==> config.mk <==
export PLATFORM = sky130hd
export DESIGN_NAME = qbert_hop_engine
export DESIGN_NICKNAME = d
export VERILOG_FILES = /design/src/rtl/qbert_hop_engine.sv
export SDC_FILE = /design/constraint.sdc
export NUM_CORES = 1
export LEC_CHECK = 0
export BUFFER_PORTS_ARGS = -buffer_cell sky130_fd_sc_hd__buf_2
export CAP_MARGIN = 20
export CELL_PAD_IN_SITES_DETAIL_PLACEMENT = 0
export CELL_PAD_IN_SITES_GLOBAL_PLACEMENT = 2
export CORE_MARGIN = 1
export CORE_UTILIZATION = 39
export CTS_CLUSTER_DIAMETER = 100
export DETAILED_ROUTE_END_ITERATION = 7
export HOLD_SLACK_MARGIN = 0.12
export PLACE_DENSITY_LB_ADDON = 0.1
export SLEW_MARGIN = 25
export SYNTH_ARGS = -nofsm -noshare
export SYNTH_HDL_FRONTEND = slang
export SYNTH_SLANG_ARGS = --single-unit
==> constraint.sdc <==
create_clock -name clk -period 17.44 [get_ports clk]
set_clock_uncertainty 0.1 [all_clocks]
set_input_delay 1.744 -clock clk [delete_from_list [all_inputs] [get_ports clk]]
set_output_delay 1.744 -clock clk [all_outputs]
set_load 0.01 [all_outputs]
==> src/rtl/qbert_hop_engine.sv <==
// rtl/qbert_hop_engine.sv - Q*bert hop sequencer: tick-paced two-axis move plus sprite zone hit map
// Optional build macro: QBERT_FACING_EN adds the facing output and mirrors the zone tests.
module qbert_hop_engine #(
  parameter int XW        = 11,
  parameter int YW        = 10,
  parameter int STEP      = 1,
  parameter int TICK_LOG2 = 20,
  parameter int XDIAG     = 60,
  parameter int YDIAG     = 100
) (
  input  logic          clk,
  input  logic          reset,
  input  logic [XW-1:0] x0,
  input  logic [XW-1:0] x1,
  input  logic [YW-1:0] y0,
  input  logic [YW-1:0] y1,
  input  logic [XW-1:0] x_cnt,
  input  logic [YW-1:0] y_cnt,
  input  logic          qbert_jump,
  output logic [XW-1:0] qbert_x,
  output logic [YW-1:0] qbert_y,
  output logic          busy,
  output logic          done,
  output logic [5:0]    le_qbert
`ifdef QBERT_FACING_EN
  ,
  output logic [1:0]    facing
`endif
);

  typedef enum logic [1:0] {S_IDLE, S_AXIS1, S_AXIS2, S_LAND} state_t;

  localparam logic signed [XW:0] STEP_X = (XW+1)'(STEP);
  localparam logic signed [YW:0] STEP_Y = (YW+1)'(STEP);

  localparam int X_2  = XDIAG / 2;
  localparam int X_3  = XDIAG / 3;
  localparam int X_4  = XDIAG / 4;
  localparam int X_23 = 2 * XDIAG / 3;
  localparam int Y_2  = YDIAG / 2;
  localparam int Y_4  = YDIAG / 4;
  localparam int Y_6  = YDIAG / 6;
  localparam int Y_12 = YDIAG / 12;
  localparam int Y_23 = 2 * YDIAG / 3;

  state_t               state, state_n;
  logic [TICK_LOG2-1:0] tick_cnt;
  logic                 tick;
  logic [XW-1:0]        x0_l, x1_l, qx_n;
  logic [YW-1:0]        y1_l, qy_n;
  logic signed [XW:0]   dx, adx, sx;
  logic signed [YW:0]   dy, ady, sy;
  logic                 y_first, move_y, at_target, accept;
  logic signed [XW:0]   du;
  logic signed [YW:0]   dv;
  int                   u, v;
  logic [5:0]           zone;

`ifdef QBERT_FACING_EN
  logic [YW-1:0]        y0_l;
  assign facing = {x1_l < x0_l, y1_l < y0_l};
`endif

  assign busy = (state != S_IDLE);
  assign done = (state == S_LAND);

  // Distances are one bit wider than the coordinates so no input pair can wrap.
  always_comb begin
    tick      = &tick_cnt;
    dx        = $signed({1'b0, x1_l}) - $signed({1'b0, qbert_x});
    dy        = $signed({1'b0, y1_l}) - $signed({1'b0, qbert_y});
    adx       = dx[XW] ? -dx : dx;
    ady       = dy[YW] ? -dy : dy;
    sx        = (adx > STEP_X) ? STEP_X : adx;
    sy        = (ady > STEP_Y) ? STEP_Y : ady;
    y_first   = x1_l > x0_l;
    move_y    = (state == S_AXIS1) ? y_first : !y_first;
    at_target = move_y ? (dy == '0) : (dx == '0);
    state_n   = state;
    qx_n      = qbert_x;
    qy_n      = qbert_y;
    accept    = 1'b0;
    case (state)
      S_IDLE: begin
        qx_n = x0;
        qy_n = y0;
        if (qbert_jump) begin
          accept  = 1'b1;
          state_n = S_AXIS1;
        end
      end
      S_AXIS1, S_AXIS2: begin
        if (at_target) begin
          state_n = (state == S_AXIS1) ? S_AXIS2 : S_LAND;
        end else if (tick) begin
          if (move_y) qy_n = dy[YW] ? qbert_y - sy[YW-1:0] : qbert_y + sy[YW-1:0];
          else        qx_n = dx[XW] ? qbert_x - sx[XW-1:0] : qbert_x + sx[XW-1:0];
        end
      end
      S_LAND:  state_n = S_IDLE;
      default: state_n = S_IDLE;
    endcase
  end

  always_comb begin
    du = $signed({1'b0, x_cnt}) - $signed({1'b0, qbert_x});
    dv = $signed({1'b0, y_cnt}) - $signed({1'b0, qbert_y});
    u  = int'(du);
    v  = int'(dv);
`ifdef QBERT_FACING_EN
    if (facing[1]) u = -u;
    if (facing[0]) v = -v;
`endif
    zone[5] = (v >= Y_6)   && (v <= Y_2)   && (u >= X_2)  && (u <= X_23);
    zone[4] = (v >= Y_12)  && (v <= Y_6)   && (u >= X_3)  && (u <= X_23);
    zone[3] = (v >= -Y_6)  && (v < Y_6)    && (u >= X_2)  && (u <= X_23);
    zone[2] = (v >= -Y_6)  && (v <= -Y_12) && (u >= X_3)  && (u <= X_23);
    zone[1] = (v >= -Y_4)  && (v <= Y_4)   && (u >= -X_2) && (u <= X_3);
    zone[0] = (v >= Y_4)   && (v <= Y_23)  && (u >= -X_4) && (u <= X_3);
  end

  always_ff @(posedge clk or posedge reset) begin
    if (reset) begin
      state    <= S_IDLE;
      tick_cnt <= '0;
      qbert_x  <= '0;
      qbert_y  <= '0;
      x0_l     <= '0;
      x1_l     <= '0;
      y1_l     <= '0;
`ifdef QBERT_FACING_EN
      y0_l     <= '0;
`endif
      le_qbert <= '0;
    end else begin
      state    <= state_n;
      tick_cnt <= tick_cnt + TICK_LOG2'(1);
      qbert_x  <= qx_n;
      qbert_y  <= qy_n;
      le_qbert <= zone;
      if (accept) begin
        x0_l <= x0;
        x1_l <= x1;
        y1_l <= y1;
`ifdef QBERT_FACING_EN
        y0_l <= y0;
`endif
      end
    end
  end

endmodule

==> results.toml <==
[final_layout]
final_area_um2 = 8340
final_layout_size_suffix_gt1_share_pct = 18.2
antenna_cells = 0
area_growth_pct = 13.2
nets = 1095
fillers = 1791

[drt]
dr.pass1.iters = 5
wl_per_cell_um = 17.5
vias_per_cell = 5.54
routed_wl_um = 20600
drc = 0
drtIter0Drc = 269
antenna_left = 0
via_count = 6520

[synth]
yosys.area.top_type = "dfrtp_1"
synth_common_cells = "81 x dfrtp_1, 80 x ha_1, 72 x inv_1"
yosysMostFrequentCell = "dfrtp_1"
seq_area_frac_synth_pct = 27.5
synth-edff-count = 0
yosysTopAreaCellShare_pct = 27.5
async_reset_ff_share_pct = 100
ys.warnings.count = 0
synth_nets = 1012
netlist_area_um2 = 7360
syn_inst = 860
syn_avg_cell_area_um2 = 8.56
ys_types = 71
ys_ff_latch = 81
synth_flop_cell = "dfrtp_1"
yosys-top-cells-area = "dfrtp_1 28%, ha_1 14%, xnor2_1 5.2%, mux2_2 5.2%, a21oi_1 4.5%"

[clock_tree]
htree_levels = 3
cts_made_buffers = 9
post_cts_resized = 0
cts_root_buf = "clkbuf_16"
cts_hold_buf = 0
post_cts_buffers = 0
cts_tree = "done"
cts_buffer_depth = 2
clk_pin_slew_ns = 0.07
cts.sinks = 81
clock_latency_ns = 0.35

[floorplan]
rows = 49
die_h_um = 139
die_x_um = 139
io_pins = 95
dieArea_um2 = 19400
core_area_um2 = 18200
start_util_pct = 40.4

[worst_setup_path]
worstPathArrival_ns = 7.08
start_kind = "flop"
slowest_stage = "fa_1"
crit_required_ns = 17.57
cp_max_fo = 6
critical_path_class = "flop to flop"
crit_path_end_kind = "flop"
cpPeakStageDelay_ns = 0.57

[sta]
rsz0062_at_grt = "false"
timing.fmax_ghz = 0.144
finalSetupTns_ns = 0
holdWs_ns = 0.347
drv_slew = 0
slew_headroom_pct = 39.7
layout_min_cycle_time_ns = 6.95
hold_viol = 0
max_slew.worst_pin.slew_ns = 0.901
finalSetupViolCount = 0
fin_ws_ns = 10.49
finalCritPeriodShare_pct = 39.8

[grt]
grt_pass1_wl_um = 32900
grt_max_degree = 82
grt_pass1_vias = 6349
grt_usage_pct = 21.7
antenna_found_initial = 0
overflow = 0

[min_path]
hold_class = "flop to flop"

[run_status]
outcome = "completed"

[placement]
portBuffers = 94
post-place-ws_ns = 10.52
gp_congestion = 0.921
hpwl_um = 16400
dpl-instance-area_um2 = 8050

[flow_run]
cap_violations = 0
==> cell families (layout without fill, tap and decap cells) <==
kind of cell	after synthesis	in the layout	share of synthesized area (%)
simple gates	257	257	17.7
xor+xnor	62	62	7.37
mux	50	50	7.37
flops	81	81	27.5
fa+ha+maj	86	86	15.2
buf+inv	98	186	5.08
compound gates	226	226	19.8
==> per-layer routing <==
layer | part of all wire (%) | vias up | wire length (µm) | global-route usage (%)
met1 | 49 | 3079 | 10100 | 30.1
met4 | 2.6 | 0 | 526 | 8.36
li1 | - | 3250 | - | -
met5 | 0 | - | 0 | 0
met3 | 4.3 | 34 | 886 | 3.51
met2 | 44 | 157 | 9040 | 33.7
==> flip-flops by register name, indices dropped and copies added (netlist names) <==
name,cells
y1_l,10
qbert_y,10
x0_l,11
tick_cnt,20
state,2
qbert_x,11
le_qbert,6
x1_l,11
==> cell type report <==
cell class	count	area, µm²	area share [%]
Inverter	72	272	3.26
Clock buffer	10	239	2.87
Clock inverter	6	47.5	0.570
Multi-Input combinational cell	681	4960	59.5
Sequential cell	81	2030	24.3
Timing Repair Buffer	98	504	6.05
Tap cell	229	287	3.44
==> metrics by stage <==
stage | utilization [%] | std cells
finish | 45.8 | 1177
global route | 45.8 | 1177
CTS | 45.8 | 1177
detailed placement | 44.2 | 1161
global placement | 44.2 | 1161
floorplan | - | 860
==> worst max-delay path, delay by kind of cell (launching register included) <==
family,cells,cell delay (ns)
fa+ha+maj,5,1.62
mux,1,0.25
simple gates,11,1.90
compound gates,12,2.47
flops,1,0.42
buf+inv,1,0.07
==> final timing paths <==
| path | startpoint | end | slack (ns) | cells after the start |
|---|---|---|---|---|
| setup reg to reg | qbert_x[0] | qbert_x[10] | 10.49 | 30 |
| hold reg to reg | tick_cnt[0] | tick_cnt[0] | 0.35 | 1 |
| hold / removal | tick_cnt[0] | tick_cnt[0] | 0.35 | 1 |
| setup / recovery | qbert_x[0] | qbert_x[10] | 10.49 | 30 |
| max in group asynchronous | reset | le_qbert[0] | 15.20 | 3 |
| min in group asynchronous | reset | tick_cnt[5] | 1.51 | 3 |
==> placed cells by master, fill, tap and decap left out, drive strengths merged, types with 14 or more instances in the layout <==
cell,count
mux2i,16
buf,98
mux2,34
ha,80
a21o,16
o21ai,54
nand2,65
and3,14
xor2,18
xnor2,44
a21oi,69
nand3,19
dfrtp,81
inv,74
o211ai,15
nor2,62
nor3,15
Power is not shown: default switching activity piles up to over one toggle a cycle in this logic, so the estimate is an artifact.
